<file path="src/rtl/apple2e_timing_decoder.sv">
// Timing-bus receiver for the Apple IIe motherboard clocks.
// The 14M/7M/Q3/PHI0 lines are sampled as data in the clk_core domain.
// A snapshot of 7M/Q3/PHI0 is taken a fixed delay after each 14M rise.
// From those snapshots the block derives edge strobes, the phase within each
// 6502 cycle, the 65-cycle line position and the lock state.
module apple2e_timing_decoder #(
  parameter int unsigned SYNC_STAGES = 2,
  parameter int unsigned SAMPLE_DLY  = 1,
  parameter int unsigned LOCK_CYCLES = 4
) (
  input  logic       clk_core,
  input  logic       reset,
  input  logic       clk_14M,
  input  logic       clk_7M,
  input  logic       clk_q3,
  input  logic       clk_phi_0,
  output logic       tick_14M,
  output logic [3:0] phase,
  output logic       phi0_rise,
  output logic       phi0_fall,
  output logic       q3_rise,
  output logic [6:0] cycle_index,
  output logic       long_done,
  output logic       locked,
  output logic       timing_error
);

  localparam logic [1:0] ST_UNLOCKED  = 2'd0;
  localparam logic [1:0] ST_ACQUIRE   = 2'd1;
  localparam logic [1:0] ST_SEEK_LONG = 2'd2;
  localparam logic [1:0] ST_LOCKED    = 2'd3;

  localparam logic [4:0] LOCK_TGT = 5'(LOCK_CYCLES);

  logic [SYNC_STAGES-1:0] sync_14m;
  logic [SYNC_STAGES-1:0] sync_7m;
  logic [SYNC_STAGES-1:0] sync_q3;
  logic [SYNC_STAGES-1:0] sync_phi0;

  logic s14, s7, sq3, sphi;
  logic s14_prev;
  logic rise_det;
  logic snap_en;

  logic prev_7, prev_q3, prev_phi0;
  logic [1:0] state, next_state;
  logic [3:0] good_cnt, next_good;
  logic [6:0] seek_cnt, next_seek;

  logic       rise_e, fall_e, q3_e;
  logic [4:0] period_len;
  logic       is_long, is_short, valid_rise;
  logic       err_7m, err_period, err_long, any_err;
  logic [3:0] next_phase;
  logic [6:0] next_index;

  // Synchronizer chains, identical for all four timing lines
  always_ff @(posedge clk_core or posedge reset) begin
    if (reset) begin
      sync_14m  <= '0;
      sync_7m   <= '0;
      sync_q3   <= '0;
      sync_phi0 <= '0;
    end else begin
      sync_14m[0]  <= clk_14M;
      sync_7m[0]   <= clk_7M;
      sync_q3[0]   <= clk_q3;
      sync_phi0[0] <= clk_phi_0;
      for (int unsigned i = 1; i < SYNC_STAGES; i++) begin
        sync_14m[i]  <= sync_14m[i-1];
        sync_7m[i]   <= sync_7m[i-1];
        sync_q3[i]   <= sync_q3[i-1];
        sync_phi0[i] <= sync_phi0[i-1];
      end
    end
  end

  assign s14  = sync_14m[SYNC_STAGES-1];
  assign s7   = sync_7m[SYNC_STAGES-1];
  assign sq3  = sync_q3[SYNC_STAGES-1];
  assign sphi = sync_phi0[SYNC_STAGES-1];

  // Previous synced 14M level for rise detection
  always_ff @(posedge clk_core or posedge reset) begin
    if (reset) s14_prev <= 1'b0;
    else       s14_prev <= s14;
  end

  assign rise_det = s14 & ~s14_prev;

  // Delay from 14M rise detection to the snapshot cycle
  if (SAMPLE_DLY == 0) begin : g_no_dly
    assign snap_en = rise_det;
  end else begin : g_dly
    logic [SAMPLE_DLY-1:0] dly;
    // Shift the rise pulse by SAMPLE_DLY core cycles
    always_ff @(posedge clk_core or posedge reset) begin
      if (reset) begin
        dly <= '0;
      end else begin
        dly[0] <= rise_det;
        for (int unsigned i = 1; i < SAMPLE_DLY; i++) dly[i] <= dly[i-1];
      end
    end
    assign snap_en = dly[SAMPLE_DLY-1];
  end

  // Per-snapshot evaluation: edges, period checks, counters and lock FSM
  always_comb begin
    rise_e     = sphi & ~prev_phi0;
    fall_e     = ~sphi & prev_phi0;
    q3_e       = sq3 & ~prev_q3;
    period_len = {1'b0, phase} + 5'd1;
    is_long    = (period_len == 5'd16);
    is_short   = (period_len == 5'd14);
    valid_rise = rise_e & (is_long | is_short);
    err_7m     = (s7 == prev_7);
    err_period = rise_e & ~valid_rise;
    err_long   = 1'b0;
    next_state = state;
    next_good  = good_cnt;
    next_seek  = seek_cnt;

    if (rise_e)               next_phase = '0;
    else if (phase != 4'hF)   next_phase = phase + 4'd1;
    else                      next_phase = phase;

    next_index = cycle_index;
    if (valid_rise) begin
      if (is_long)                    next_index = '0;
      else if (cycle_index != 7'd64)  next_index = cycle_index + 7'd1;
    end

    if (valid_rise) begin
      case (state)
        ST_UNLOCKED: begin
          next_good  = 4'd1;
          next_seek  = '0;
          next_state = (LOCK_TGT <= 5'd1) ? ST_SEEK_LONG : ST_ACQUIRE;
        end
        ST_ACQUIRE: begin
          next_good = good_cnt + 4'd1;
          if (({1'b0, good_cnt} + 5'd1) >= LOCK_TGT) begin
            next_state = ST_SEEK_LONG;
            next_seek  = '0;
          end
        end
        ST_SEEK_LONG: begin
          if (is_long)                 next_state = ST_LOCKED;
          else if (seek_cnt == 7'd64)  err_long   = 1'b1;
          else                         next_seek  = seek_cnt + 7'd1;
        end
        ST_LOCKED: begin
          // The long cycle must land exactly on index 64, and only there.
          if (is_long != (cycle_index == 7'd64)) err_long = 1'b1;
        end
        default: next_state = ST_UNLOCKED;
      endcase
    end

    any_err = err_7m | err_period | err_long;
    if (any_err) begin
      next_state = ST_UNLOCKED;
      next_good  = '0;
      next_seek  = '0;
    end
  end

  // Registered strobes and state, updated only on snapshot cycles
  always_ff @(posedge clk_core or posedge reset) begin
    if (reset) begin
      tick_14M     <= 1'b0;
      phi0_rise    <= 1'b0;
      phi0_fall    <= 1'b0;
      q3_rise      <= 1'b0;
      long_done    <= 1'b0;
      timing_error <= 1'b0;
      phase        <= '0;
      cycle_index  <= '0;
      prev_7       <= 1'b0;
      prev_q3      <= 1'b0;
      prev_phi0    <= 1'b0;
      state        <= ST_UNLOCKED;
      good_cnt     <= '0;
      seek_cnt     <= '0;
    end else begin
      tick_14M     <= snap_en;
      phi0_rise    <= 1'b0;
      phi0_fall    <= 1'b0;
      q3_rise      <= 1'b0;
      long_done    <= 1'b0;
      timing_error <= 1'b0;
      if (snap_en) begin
        prev_7       <= s7;
        prev_q3      <= sq3;
        prev_phi0    <= sphi;
        phi0_rise    <= rise_e;
        phi0_fall    <= fall_e;
        q3_rise      <= q3_e;
        long_done    <= valid_rise & is_long;
        timing_error <= any_err;
        phase        <= next_phase;
        cycle_index  <= next_index;
        state        <= next_state;
        good_cnt     <= next_good;
        seek_cnt     <= next_seek;
      end
    end
  end

  assign locked = (state == ST_LOCKED);

endmodule

</file>
<file path="config.mk">
export PLATFORM = sky130hd
export DESIGN_NAME = apple2e_timing_decoder
export DESIGN_NICKNAME = d
export VERILOG_FILES = /design/src/rtl/apple2e_timing_decoder.sv
export SDC_FILE = /design/constraint.sdc
export NUM_CORES = 1
export LEC_CHECK = 0
export ABC_CLOCK_PERIOD_IN_PS = 6400
export CORE_MARGIN = 4
export CORE_UTILIZATION = 40
export CTS_CLUSTER_SIZE = 40
export DETAILED_ROUTE_END_ITERATION = 6
export PLACE_DENSITY = 0.69
export SLEW_MARGIN = 20
export SYNTH_ARGS = -nofsm -noshare
export SYNTH_HDL_FRONTEND = slang
export SYNTH_SLANG_ARGS = --single-unit
</file>
<file path="constraint.sdc">
create_clock -name clk_core -period 6.4 [get_ports clk_core]
set_clock_uncertainty 0.1 [all_clocks]
set_input_delay 0.96 -clock clk_core [delete_from_list [all_inputs] [get_ports clk_core]]
set_output_delay 0.96 -clock clk_core [all_outputs]
set_load 0.01 [all_outputs]
</file>
==> results of run 1 <==
-- flip-flops by register name, summed over array words and instances, names as in the netlist --
name	cells
seek_cnt	7
prev_phi0	1
phi0_fall	1
good_cnt	4
sync_7m	2
q3_rise	1
state	2
sync_q3	2
prev_7	1
prev_q3	1
phase	4
long_done	1
sync_phi0	2
phi0_rise	1
tick_14M	1
cycle_index	7
g_dly.dly	1
sync_14m	2
s14_prev	1
timing_error	1
-- layout make-up --
cell class                 count  area [um^2]  share of cell area (%)
multi-input combinational    151         1050                    40.4
inverter                      17         63.8                    2.45
sequential                    43         1080                    41.4
clock inverter                 2         12.5                   0.481
tap                           70         87.6                    3.37
timing repair buffer          24          238                    9.14
clock buffer                   6         72.6                    2.79
-- layer usage --
metal | up-vias | share of wire, %
met5 | - | 0
met4 | 0 | 1.2
met3 | 4 | 4.2
met2 | 30 | 49
met1 | 770 | 46
li1 | 800 | -
-- logic make-up after synthesis --
kind of cell / Yosys count
buffers and inverters: 20
flip-flops: 43
XOR/XNOR: 5
AO/OA/AOI/OAI: 49
AND/OR/NAND/NOR: 75
adder cells (fa/ha/maj): 15
multiplexers: 7
-- worst paths after layout --
path	endpoint	cells past startpoint
setup / recovery	seek_cnt[0]	10
hold / removal	sync_7m[1]	0
setup reg to reg	seek_cnt[0]	10
hold reg to reg	sync_7m[1]	0
max in group asynchronous	good_cnt[3]	3
min in group asynchronous	g_dly.dly	3
-- cells in the mapped netlist (2+ instances only) --
cell type	count	area, um^2
sky130_fd_sc_hd__and3_1	2	12.5
sky130_fd_sc_hd__mux2_2	4	45.0
sky130_fd_sc_hd__nor3_1	4	20.0
sky130_fd_sc_hd__nor2b_1	5	31.3
sky130_fd_sc_hd__nor4_1	2	12.5
sky130_fd_sc_hd__a21o_1	4	30.0
sky130_fd_sc_hd__nand3_1	7	35.0
sky130_fd_sc_hd__nand4_1	2	12.5
sky130_fd_sc_hd__o21ai_0	12	60.1
sky130_fd_sc_hd__inv_1	17	63.8
sky130_fd_sc_hd__ha_1	15	188
sky130_fd_sc_hd__dfrtp_1	43	1080
sky130_fd_sc_hd__and3b_1	2	17.5
sky130_fd_sc_hd__xor2_1	4	35.0
sky130_fd_sc_hd__or3_1	3	18.8
sky130_fd_sc_hd__nand2_1	17	63.8
sky130_fd_sc_hd__nor2_1	14	52.6
sky130_fd_sc_hd__o22ai_1	6	37.5
sky130_fd_sc_hd__a21oi_1	13	65.1
sky130_fd_sc_hd__mux2i_1	3	30.0
sky130_fd_sc_hd__or2_2	5	31.3
sky130_fd_sc_hd__nand2b_1	5	31.3
sky130_fd_sc_hd__clkbuf_1	2	7.51
-- per-stage QoR --
| stage | instance area (um^2) | power (uW) | cells | hold WS, ns | util [%] |
|---|---|---|---|---|---|
| detailed placement | 2520 | 537 | 305 | 0.238 | 48.0 |
| CTS | 2600 | 704 | 313 | 0.256 | 49.7 |
| floorplan | 2210 | 471 | 214 | 0.231 | - |
| global placement | 2520 | 534 | 305 | 0.232 | 48.0 |
| finish | 2600 | 698 | 313 | 0.254 | 49.7 |
| global route | 2600 | 749 | 313 | 0.261 | 49.7 |
-- placed cells by master (no fill, tap or decap), types with 2 or more instances in the layout --
cell type	count
sky130_fd_sc_hd__nor3_1	4
sky130_fd_sc_hd__o21ai_0	12
sky130_fd_sc_hd__nand2b_1	5
sky130_fd_sc_hd__and3b_1	2
sky130_fd_sc_hd__nand4_1	2
sky130_fd_sc_hd__mux2i_1	3
sky130_fd_sc_hd__clkbuf_8	5
sky130_fd_sc_hd__inv_1	17
sky130_fd_sc_hd__nand3_1	7
sky130_fd_sc_hd__dfrtp_1	43
sky130_fd_sc_hd__and3_1	2
sky130_fd_sc_hd__clkdlybuf4s50_1	23
sky130_fd_sc_hd__a21o_1	4
sky130_fd_sc_hd__nor2b_1	5
sky130_fd_sc_hd__nand2_1	17
sky130_fd_sc_hd__or3_1	3
sky130_fd_sc_hd__nor2_1	14
sky130_fd_sc_hd__a21oi_1	13
sky130_fd_sc_hd__or2_2	5
sky130_fd_sc_hd__o22ai_1	6
sky130_fd_sc_hd__ha_1	15
sky130_fd_sc_hd__nor4_1	2
sky130_fd_sc_hd__mux2_2	4
sky130_fd_sc_hd__xor2_1	4
-- power by group through the flow --
stage                     clock network (uW)  registers (uW)  logic (uW)
final                                    168             344         186
after global placement                     0             346         188
after floorplan                            0             344         127
after global routing                     184             350         215
after detailed placement                   0             349         188
after CTS                                173             343         189
-- worst reg2reg max path: stages, from the launching register on --
cell	delay [ns]
sky130_fd_sc_hd__dfrtp_1	0.51
sky130_fd_sc_hd__ha_1	0.30
sky130_fd_sc_hd__nand3_2	0.13
sky130_fd_sc_hd__or2_1	0.36
sky130_fd_sc_hd__ha_1	0.32
sky130_fd_sc_hd__nor2b_1	0.06
sky130_fd_sc_hd__nor4_1	0.42
sky130_fd_sc_hd__or2_2	0.21
sky130_fd_sc_hd__nor2_1	0.05
sky130_fd_sc_hd__o21ai_1	0.42
sky130_fd_sc_hd__o21ai_0	0.14
==> impl.org, run 1 <==
** Outcome
- Run status :: finished clean

** Critical path
- Critical Path AT :: 3.20 ns
- Reg2reg start :: phase[0]
- The worst setup path is launched from a flop.
- Flop2flop setup slack :: 3.26 ns
- Worst setup path startpoint :: phase[0]
- The cell family contributing the most delay on the critical path is simple AND/OR/NAND/NOR gates.
- CP Max Fanout :: 10
- Slowest stage cell on the critical path :: sky130_fd_sc_hd__dfrtp_1
- Cell with the most instances on the worst path :: sky130_fd_sc_hd__ha_1
- STA classifies the critical path endpoint as a flop.
- The largest single stage delay on the critical path is 0.51 ns.
- Together, buffers and inverters on the worst path number 0.
- The worst setup path is of the reg -> reg kind.
- Walking the worst path, the cells encountered are ha_1 -> nand3_2 -> or2_1 -> ha_1 -> nor2b_1 -> nor4_1 -> or2_2 -> nor2_1 -> o21ai_1 -> o21ai_0.
- Required time of the critical path :: 6.46 ns

** Clock tree
- Clk sink count :: 43
- In this run the number of H-tree levels came out at 2.
- Clock-pin slew was measured on the worst setup and hold paths at ~0.08 ns.
- Post-cts hold buffer count :: 0
- TritonCTS built the clock tree.
- The clock reaches the later pin of the worst-skew pair after 0.29 ns.
- Gates resized during post-CTS repair numbered 0.
- Post-CTS Setup Bufs :: 0
- CTS Buffer Depth :: 2
- The tree is rooted in a sky130_fd_sc_hd__clkbuf_8.
- Clock buffer count from CTS :: 5

** Global route
- The first global-routing pass estimated 6930 um of wire.
- Routing usage on met1 :: about 16%
- Met2 usage :: 22.8%
- For this run, global-route usage on met3 was measured as 3.69%.
- After global routing the overflow that remains totals 0.
- Number of antenna violations at the first check in global routing :: 0
- The global routing stage identified its most utilized layer as met2.
- Entering global routing, the biggest net connects between 40 and 50 pins.
- Number of global-route vias before repair :: around 1600
- Global routing used 13.4% of the available tracks.

** Power and ir drop
- Internal power :: 465 uW
- Switching share of power :: about 33%
- Sequential power share :: 49.2%
- Gate power share :: 26.7%
- Maximum resistive drop on vdd :: approximately 0.14 mV
- Power spread over the standard cell area amounts to 268 mW/mm^2.
- Power share of the clock group :: about 24%
- Summed over all cells, the static leakage comes to 0.00115 uW.
- The analysis attributes to net switching a power of 233 uW.

** Logic synthesis
- In this run the mean area of a mapped cell was 10.3 um^2.
- The synthesized design contains 0 enable-type register cells.
- Synth Area in Compound Gates :: 15.3%
- Top FF cell, synth :: sky130_fd_sc_hd__dfrtp_1
- Yosys Warn Count :: 0
- Proportion of synthesized area in mux cells :: 3.40%
- Mapped Cells :: 214
- Synth Area in XOR/XNOR :: under 10%
- Post-synthesis register bit count :: 43
- The cell area that synthesis handed to floorplanning was 0.00221 mm^2.
- The number of nets handed over by synthesis was 235.
- Counting flops with an async set or reset pin after synthesis yields a share of 100%.
- Synth cell types :: 46
- Summing the areas of all fa, ha and maj instances in the mapped netlist gives 8.49% of the synthesized area.
- Of the total synthesized cell area, the portion taken by AND, OR, NAND and NOR gates is 18.3%.
- After synthesis, the largest family of logic cells by area is simple AND/OR/NAND/NOR gates.
- Sequential-to-total area share from yosys stat :: 48.7%

** Floorplanning
- Overall die height :: a little over 80 um
- The die is 82.3 um wide.
- The initial utilization of the core area, before any placement, comes to 42.2%.
- Std-Cell Core Area :: 0.00524 mm^2
- 24 I/O pins were placed.
- Row generation in the floorplan step produced 26 rows.
- Die Footprint :: 0.00678 mm^2

** Route
- For this block, the routed nets add up to just under 4000 um of wire.
- The final route contains 1604 vias.
- Final ANT Viol Nets :: 0
- Dividing the detail-routed wire length by the instance count gives 12.7 um.
- Pre-antenna DRT Iters :: 6
- Post-DR vias/cell :: 5.12
- For this block, the initial DRC count from the detailed router was 71.
- Post-route DRC :: 0

** Cells and area
- The repair_antennas step left the layout with diodes totalling 0.
- Cells with a size suffix above 1 make up 10.7% of the layout.
- Fill cells in the final layout number approximately 510.
- Area growth from synthesis to layout :: 17.7%
- Nets@finish :: ~260

** Timing
- Sum of negative setup slack :: 0 ns
- Static timing analysis puts the maximum clock frequency at 0.319 GHz.
- Worst slew pin tran :: 0.744 ns
- The number of max-slew violations in the final report came to 0.
- Setup repair after global routing left no endpoint under its margin.
- Measured against its own limit, the worst slew margin works out to between 40% and 50%.
- Tcrit/Tclk final :: 49.0%
- Final hold vios :: 0
- The routed design could run at a clock period as short as 3.14 ns.
- Setup violation total in the final timing report :: 0
- Once routing completed, OpenROAD measured the worst setup slack at ~3.3 ns.

** Place
- Detailed-placement wirelength estimate :: 2860 um
- Routability-driven placement finished with a final weighted congestion of 0.809.
- Number of input and output port buffers inserted :: 23
- OpenSTA, run right after detailed placement, puts the worst setup slack at 3.29 ns.

** Run
- The tool flagged a number of max-cap violations equal to 0.

** Hold path
- The worst hold path begins at sync_7m[0].
- Kind of path behind the tightest hold check :: reg -> reg
Power figures use the tool's default switching activity.
==> inputs of run 2 (changes only) <==
ABC_CLOCK_PERIOD_IN_PS = 2700   (was 6400)
PLACE_DENSITY = 0.71   (was 0.69)
clock period = 2.7 ns   (was 6.4 ns; I/O delays follow)
==> run 2 against run 1 <==
Effect of this change:
- first-iteration DRC count shrank 14%
- critical path depth shrank 1
- total power grew to 2.5 times the previous value
- design area grew 6.5%
- maximum frequency grew 22%
- clock power grew to 2.5 times the previous value
- die area is the same
- largest cell class is now multi-input combinational cells
- register-to-register slack lost 3.1 ns
- non-clock buffer count grew 17
- via count grew 4.9%
- critical endpoint is now state[0]
==> impl.org, run 2 (synthesized netlist as in run 1, its figures left out) <==
** Clock tree
- The total number of clock tree sinks is 43 (unchanged).
- The root buffer cell chosen for the clock tree is sky130_fd_sc_hd__clkbuf_8.
- The CTS H-tree depth came to 2 (unchanged).
- Clock buffer count from CTS :: 5 (unchanged)
- The clock edge transition at the registers on the reported setup and hold paths was 0.09 ns (about the same).
- CTS tree :: yes
- The worst-case clock buffer depth came to 2 (unchanged).
- The insertion delay to the later sink of the worst-skew pair is 0.30 ns (about the same).

** Power and ir drop
- The power per cell area is 636 mW/mm^2 (+140%).
- The maximum resistive drop on vdd came to 0.409 mV (+190%).
- LEAKAGE :: 0.00123 uW (+7.0%)

** Cells and area
- Commonest cells after routing, fill and taps aside :: sky130_fd_sc_hd__dfrtp_1, sky130_fd_sc_hd__clkdlybuf4s50_1, sky130_fd_sc_hd__buf_4, sky130_fd_sc_hd__inv_1, sky130_fd_sc_hd__nand2_1
- The area of all placed cells without fillers came to 0.00277 mm^2 (+6.5%).
- Biggest registers after layout :: cycle_index: 7 flops, seek_cnt: 7 flops
- The number of nets in the layout came to 280 (+6.5%).
- The share of final-layout standard cells stronger than drive strength 1 is 19.2% (+8.5 points).
- The number of inserted diodes was 0 (unchanged).
- Most common cell after layout, fill and taps aside :: sky130_fd_sc_hd__dfrtp_1
- From synthesis to final layout, the design area changed by 25.4%.

** Critical path
- Required time of the critical path :: 2.79 ns (-3.67 ns)
- The delay of the slowest cell on the worst path came to 0.46 ns (-0.05 ns).
- CP Max Fanout :: 8 (-2)
- STA classifies the critical path startpoint as a flop.
- The signal on the critical path passes through ha_4 -> nand3_2 -> or2_1 -> ha_1 -> nor2b_2 -> nor4_2 -> or2_2 -> o21ai_1 -> mux2_2.
- Capturing element type of the critical path :: flop
- The data arrival time of the critical path is 2.65 ns (-0.55 ns).
- Setup Crit Path Kind :: reg -> reg
- Slowest stage cell on the critical path :: sky130_fd_sc_hd__dfrtp_2

** Timing
- Rel. slew slack :: 53.2% (+3.3 points)
- Count of final max-slew check failures :: 0 (unchanged)
- Final hold vios :: 0 (unchanged)
- Worst hold slack after final layout :: 0.256 ns (+0.00187 ns)
- Setup violation total in the final timing report :: 0 (unchanged)
- Setup repair after global routing could not meet its margin everywhere.
- Maximum clock frequency :: 0.390 GHz (+22%)
- Tcrit/Tclk final :: 94.9% (+46 points)
- Time the worst path needs with I/O delays and setup :: 2.56 ns (-0.576 ns)
- Sum of negative setup slack :: 0 ns (unchanged)
- Worst slew pin tran :: 0.695 ns (-0.0487 ns)

** Global route
- The first-pass GRT wire length is 7210 um (+4.0%).
- Residual overflow from global routing :: 0 (unchanged)
- The total track usage came to 13.8% (+0.43 points).
- Number of global-route vias before repair :: 1588 (+1.6%)
- The pin count of the biggest net entering global routing was 44 (unchanged).
- The number of antenna violations at the first check in global routing came to 0 (unchanged).

** Route
- Top layer in use :: met4
- DRT met1 WL :: 2050 um (+12%)
- Wire length on met2 :: 2060 um (+7.0%)
- The via count was 1683 (+4.9%).
- The routed length on met3 came to 143 um (-13%).
- The routed wirelength normalized by instance count was 13.0 um (+2.6%).
- Final ANT Viol Nets :: 0 (unchanged)
- Post-DR vias/cell :: 5.10 (-0.48%)
- The violation count after the first detailed-routing iteration is 61 (-14%).
- The length of the first detailed-routing pass in iterations came to 4 (-2).
- Post-route DRC :: 0 (unchanged)
- The aggregate routed wire length was 4290 um (+8.2%).

** Place
- The estimated wirelength of the detail-placed design was 3050 um (+6.6%).
- The post-detailed-placement cell area was 0.00263 mm^2 (+4.5%).
- Number of input and output port buffers inserted :: 23 (unchanged)
- GP Congestion :: 0.770 (-4.8%)

** Floorplanning
- Die Footprint :: 0.00678 mm^2 (unchanged)
- The area of the core region came to 0.00524 mm^2 (unchanged).
- Overall die height :: 82.3 um (unchanged)
- Ports :: 24 (unchanged)
- Initial Util :: 42.2% (unchanged)
- X dimension of the die :: 82.3 um (unchanged)
- The number of core rows was 26 (unchanged).

** Run
- Number of violations of the max-capacitance limit :: 0 (unchanged)

** Hold path
- Kind of path behind the tightest hold check :: reg -> reg

** Outcome
- Run status :: finished clean
[run 2: cell types whose count changed in the layout (fill, tap and decap cells not counted), sizes merged]
cell / change
inv: +1
clkbuf: -1
buf: +17
clkinv: -1
clkinvlp: +1
[run 2: path summary, 6_finish.rpt]
kind | start | to | slack [ns] | cells past startpoint
worst max register to register | phase[0] | state[0] | 0.14 | 9
max in group asynchronous | reset | phase[0] | 1.67 | 3
min in group asynchronous | reset | sync_14m[0] | 0.45 | 3
worst min-delay path | sync_q3[0] | sync_q3[1] | 0.26 | 0
worst min register to register | sync_q3[0] | sync_q3[1] | 0.26 | 0
worst max-delay path | phase[0] | state[0] | 0.14 | 9
[run 2: what timing repair did]
item,CTS,global route
setup buffers,0,4
endpoints found under the setup margin,0,11
hold buffers,0,0
gates resized for setup,0,5
[run 2: cell type report]
type	instances	area (um^2)
clock buffers	5	68.8
clock inverters	3	23.8
fillers	464	2470
inverters	17	63.8
multi-input cells	151	1080
flip-flops and latches	43	1080
well taps	70	87.6
repair buffers	41	365
[run 2: stage by stage]
| step | setup slack [ns] | total power [uW] | utilization [%] | instances |
|---|---|---|---|---|
| after floorplan | 0.0118 | 1130 | - | 214 |
| after global placement | 0.140 | 1310 | 50.2 | 318 |
| after detailed placement | 0.0723 | 1320 | 50.2 | 318 |
| after CTS | 0.0499 | 1740 | 52.0 | 326 |
| after global routing | -0.0382 | 1880 | 52.9 | 330 |
| final | 0.138 | 1760 | 52.9 | 330 |
[run 2: worst max-delay path: cells and delay by family, from the launching register on]
kind	cells	cell delay, ns
flip-flops	1	0.46
AO/OA/AOI/OAI	1	0.17
adder cells (fa/ha/maj)	2	0.49
multiplexers	1	0.35
AND/OR/NAND/NOR	5	0.89
[run 2: layer usage]
metal | vias up | GRT usage, %
li1 | 841 | -
met5 | - | 0
met1 | 812 | 17.4
met3 | 5 | 3.25
met2 | 25 | 23.5
met4 | 0 | 4.15
[run 2: power breakdown]
part / total, uW / internal, uW / switching, uW
Sequential: 799 / 716 / 83.1
Combinational: 543 / 264 / 279
Clock: 421 / 185 / 236
==> inputs of run 3 (changes only) <==
ABC_AREA = 1   (was default)
==> run 3 against run 2 <==
Effect of this change:
- non-clock buffer count is 17 lower
- maximum frequency is 10% higher
- combinational power fell by 25%
- utilization fell by 4.3 points
- count of clock-buffer cells in the layout unchanged
- global-route usage decreased by 0.98 points
- area after synthesis up 5.0%
- largest power group unchanged
- design area fell by 2.3%
==> impl.org, run 3 <==
** Clock tree
- The CTS H-tree depth is 2 (unchanged).
- The TritonCTS buffer count came to 5 (unchanged).
- The total number of clock tree sinks came to 43 (unchanged).
- CTS root buffer :: sky130_fd_sc_hd__clkbuf_8
- Clock latency reported for the late side of the worst-skew pair :: 0.30 ns (about the same)
- The clock edge transition at the registers on the reported setup and hold paths was 0.09 ns (about the same).
- The worst-case clock buffer depth came to 2 (unchanged).
- The post-CTS setup-driven buffer insertion count was 0 (unchanged).
- CTS tree :: yes
- The post-cts resize count was 0 (unchanged).
- The number of buffers inserted for hold repair after clock tree synthesis was 0 (unchanged).

** Timing
- Final hold vios :: 0 (unchanged)
- Setup violation total in the final timing report :: 0 (unchanged)
- The number of max-slew violations in the final report was 0 (unchanged).
- The peak clock frequency supported by timing came to 0.430 GHz (+10%).
- The measured slew at the worst slew-check pin is 0.537 ns (-0.158 ns).
- Rel. slew slack :: 64.2% (+11 points)
- Setup repair after global routing left no endpoint under its margin.
- Sum of negative setup slack :: 0 ns (unchanged)
- Time the worst path needs with I/O delays and setup :: 2.32 ns (-0.237 ns)
- Tcrit/Tclk final :: 86.1% (-8.8 points)
- Setup WS post-layout :: 0.376 ns (+0.237 ns)

** Power and ir drop
- Switching share of power :: 32.7% (-1.2 points)
- The clock network fraction of total power was 30.7% (+6.8 points).
- The design internal power is 1130 uW (-2.8%).
- The maximum resistive drop on vdd was 0.299 mV (-27%).
- The sequential share of power is 45.2% (about the same).
- LEAKAGE :: 0.00128 uW (+3.8%)
- Gate power share :: 24.2% (-6.6 points)
- The power per cell area came to 621 mW/mm^2 (-2.4%).
- Power Total :: 1680 uW (-4.6%)
- Psw :: 550 uW (-8.0%)

** Logic synthesis
- Sequential-to-total area share from yosys stat :: 46.4% (-2.3 points)
- By count the netlist is led by sky130_fd_sc_hd__nand2_1, sky130_fd_sc_hd__dfrtp_1, sky130_fd_sc_hd__inv_1, sky130_fd_sc_hd__nand3_1, sky130_fd_sc_hd__nor2_1.
- The number of enable flip-flop cells after synthesis is 0 (unchanged).
- Average instance area after synthesis :: 8.76 um^2 (-15%)
- The fraction of registers with async set or reset after synthesis came to 100% (unchanged).
- Main area contributors after synthesis :: sky130_fd_sc_hd__dfrtp_1, sky130_fd_sc_hd__nand2_1, sky130_fd_sc_hd__ha_1
- Cell taking the most area after synthesis :: sky130_fd_sc_hd__dfrtp_1
- In the post-synthesis netlist, the cell with the most instances is sky130_fd_sc_hd__nand2_1.
- The Yosys warning count came to 0 (unchanged).
- The synthesized net count is 286 (+22%).
- Post-synthesis register bit count :: 43 (unchanged)
- Top FF cell, synth :: sky130_fd_sc_hd__dfrtp_1
- The number of instances in the synthesized netlist is 265 (+24%).
- Area share of the leading cell type in the synthesized netlist :: 46.4% (-2.3 points)
- Synth cell types :: 28 (-39%)
- The post-synth design cell area came to 0.00232 mm^2 (+5.0%).

** Route
- DRC violation total after the first TritonRoute iteration :: 61 (unchanged)
- Pre-antenna DRT Iters :: 4 (unchanged)
- Post-route DRC :: 0 (unchanged)
- The number of nets with antenna violations after detailed routing is 0 (unchanged).
- Vias after detailed routing :: 1790 (+6.4%)
- The routed wirelength normalized by instance count is 11.5 um (-12%).
- The number of vias per cell after detailed routing is 4.92 (-3.6%).
- Wirelength, routed :: 4180 um (-2.7%)

** Cells and area
- Most common cell after layout, fill and taps aside :: sky130_fd_sc_hd__nand2_1
- Nets@finish :: 312 (+11%)
- In the layout the commonest cells are sky130_fd_sc_hd__nand2_1, sky130_fd_sc_hd__dfrtp_1, sky130_fd_sc_hd__inv_1, sky130_fd_sc_hd__nand3_1, sky130_fd_sc_hd__clkdlybuf4s50_1.
- Area growth from synthesis to layout :: 16.7%
- Non-filler instance count after layout :: 364 (+10%)
- Final cell utilization of the core :: 48.6% (-4.3 points)
- Share of post-route cells with drive strength above 1 :: 11.3% (-7.9 points)
- Number of antenna repair diodes :: 0 (unchanged)
- Biggest registers after layout :: cycle_index: 7 flops, seek_cnt: 7 flops

** Hold path
- Kind of path behind the tightest hold check :: reg -> reg

** Global route
- Aggregate global-route resource usage :: 12.8% (-0.98 points)
- The first-pass GRT wire length is 7540 um (+4.6%).
- The number of antenna violations at the first check in global routing was 0 (unchanged).
- The pin count of the biggest net entering global routing came to 44 (unchanged).
- The number of global-route vias before repair is 1757 (+11%).
- The final global-route overflow total was 0 (unchanged).

** Critical path
- Capturing element type of the critical path :: flop
- The data arrival time of the critical path came to 2.42 ns (-0.23 ns).
- The maximum fanout along the worst path was 13 (+5).
- The register-to-register setup slack came to 0.38 ns (+0.24 ns).
- STA classifies the critical path startpoint as a flop.
- Required time of the critical path :: 2.79 ns (about the same)
- The critical path is of the reg -> reg type.

** Floorplanning
- The total I/O pin count came to 24 (unchanged).
- Initial Util :: 41.6% (-0.55 points)
- Overall die height :: 84.2 um (+2.2%)
- The die width was 84.2 um (+2.2%).
- Total number of placement rows :: 27 (+3.8%)
- The area of the core region was 0.00557 mm^2 (+6.4%).
- Die Footprint :: 0.00709 mm^2 (+4.5%)

** Run
- The number of max-cap violations is 0 (unchanged).

** Place
- The estimated wirelength of the detail-placed design was 2950 um (-3.2%).
- The cell count after placement is 356 (+12%).
- GP Congestion :: 0.765 (-0.66%)
- The post-placement setup slack is 0.406 ns (+0.334 ns).
- The number of input and output port buffers inserted is 23 (unchanged).

** Outcome
- Run status :: finished clean
==> run 3: path summary, 6_finish.rpt <==
| path | to | cells after the start | from |
|---|---|---|---|
| hold reg to reg | sync_q3[1] | 0 | sync_q3[0] |
| max in group asynchronous | sync_phi0[0] | 3 | reset |
| setup / recovery | seek_cnt[6] | 12 | phase[0] |
| hold / removal | sync_q3[1] | 0 | sync_q3[0] |
| min in group asynchronous | sync_7m[0] | 3 | reset |
| setup reg to reg | seek_cnt[6] | 12 | phase[0] |
==> run 3: power by group through the flow <==
stage	registers [uW]	clock network [uW]	logic, uW
after floorplan	765	0	305
after global placement	768	0	401
after CTS	760	532	413
after global routing	771	553	469
after detailed placement	772	0	407
final	760	516	407
==> run 3: final cells by class <==
class / count / area (um^2)
clock buffers: 5 / 68.8
inverters: 37 / 139
fillers: 546 / 2870
well taps: 72 / 90.1
clock inverters: 3 / 47.5
repair buffers: 24 / 238
multi-input cells: 180 / 1050
flip-flops and latches: 43 / 1080
==> run 3: logic make-up after synthesis <==
family          share of synthesized area, %
fa+ha+maj                               8.09
flops                                   46.4
simple gates                            29.3
mux                                    0.485
xor+xnor                                2.64
compound gates                          4.74
buf+inv                                 8.41
==> run 3: stage by stage <==
stage / cell area, um^2 / hold WS (ns)
final: 2710 / 0.255
after global routing: 2710 / 0.263
after CTS: 2710 / 0.258
after detailed placement: 2590 / 0.238
after global placement: 2590 / 0.233
after floorplan: 2320 / 0.231
==> run 3: worst max-delay path, stage by stage (launching register included) <==
cell	delay [ns]
sky130_fd_sc_hd__dfrtp_1	0.48
sky130_fd_sc_hd__ha_1	0.21
sky130_fd_sc_hd__nand2_1	0.08
sky130_fd_sc_hd__nor2_2	0.12
sky130_fd_sc_hd__nand2_2	0.19
sky130_fd_sc_hd__ha_1	0.34
sky130_fd_sc_hd__o21a_1	0.21
sky130_fd_sc_hd__nand3_4	0.11
sky130_fd_sc_hd__nand2_4	0.08
sky130_fd_sc_hd__inv_2	0.13
sky130_fd_sc_hd__nor2_1	0.05
sky130_fd_sc_hd__nand2_1	0.06
sky130_fd_sc_hd__nand2_1	0.05
==> run 3: routing by layer <==
metal	global-route usage (%)	vias to the layer above	wire length, um
met3	3.14	5	173
met5	0	-	0
met4	4.39	0	46
met1	15.7	858	1880
li1	-	895	-
met2	22.1	32	2070
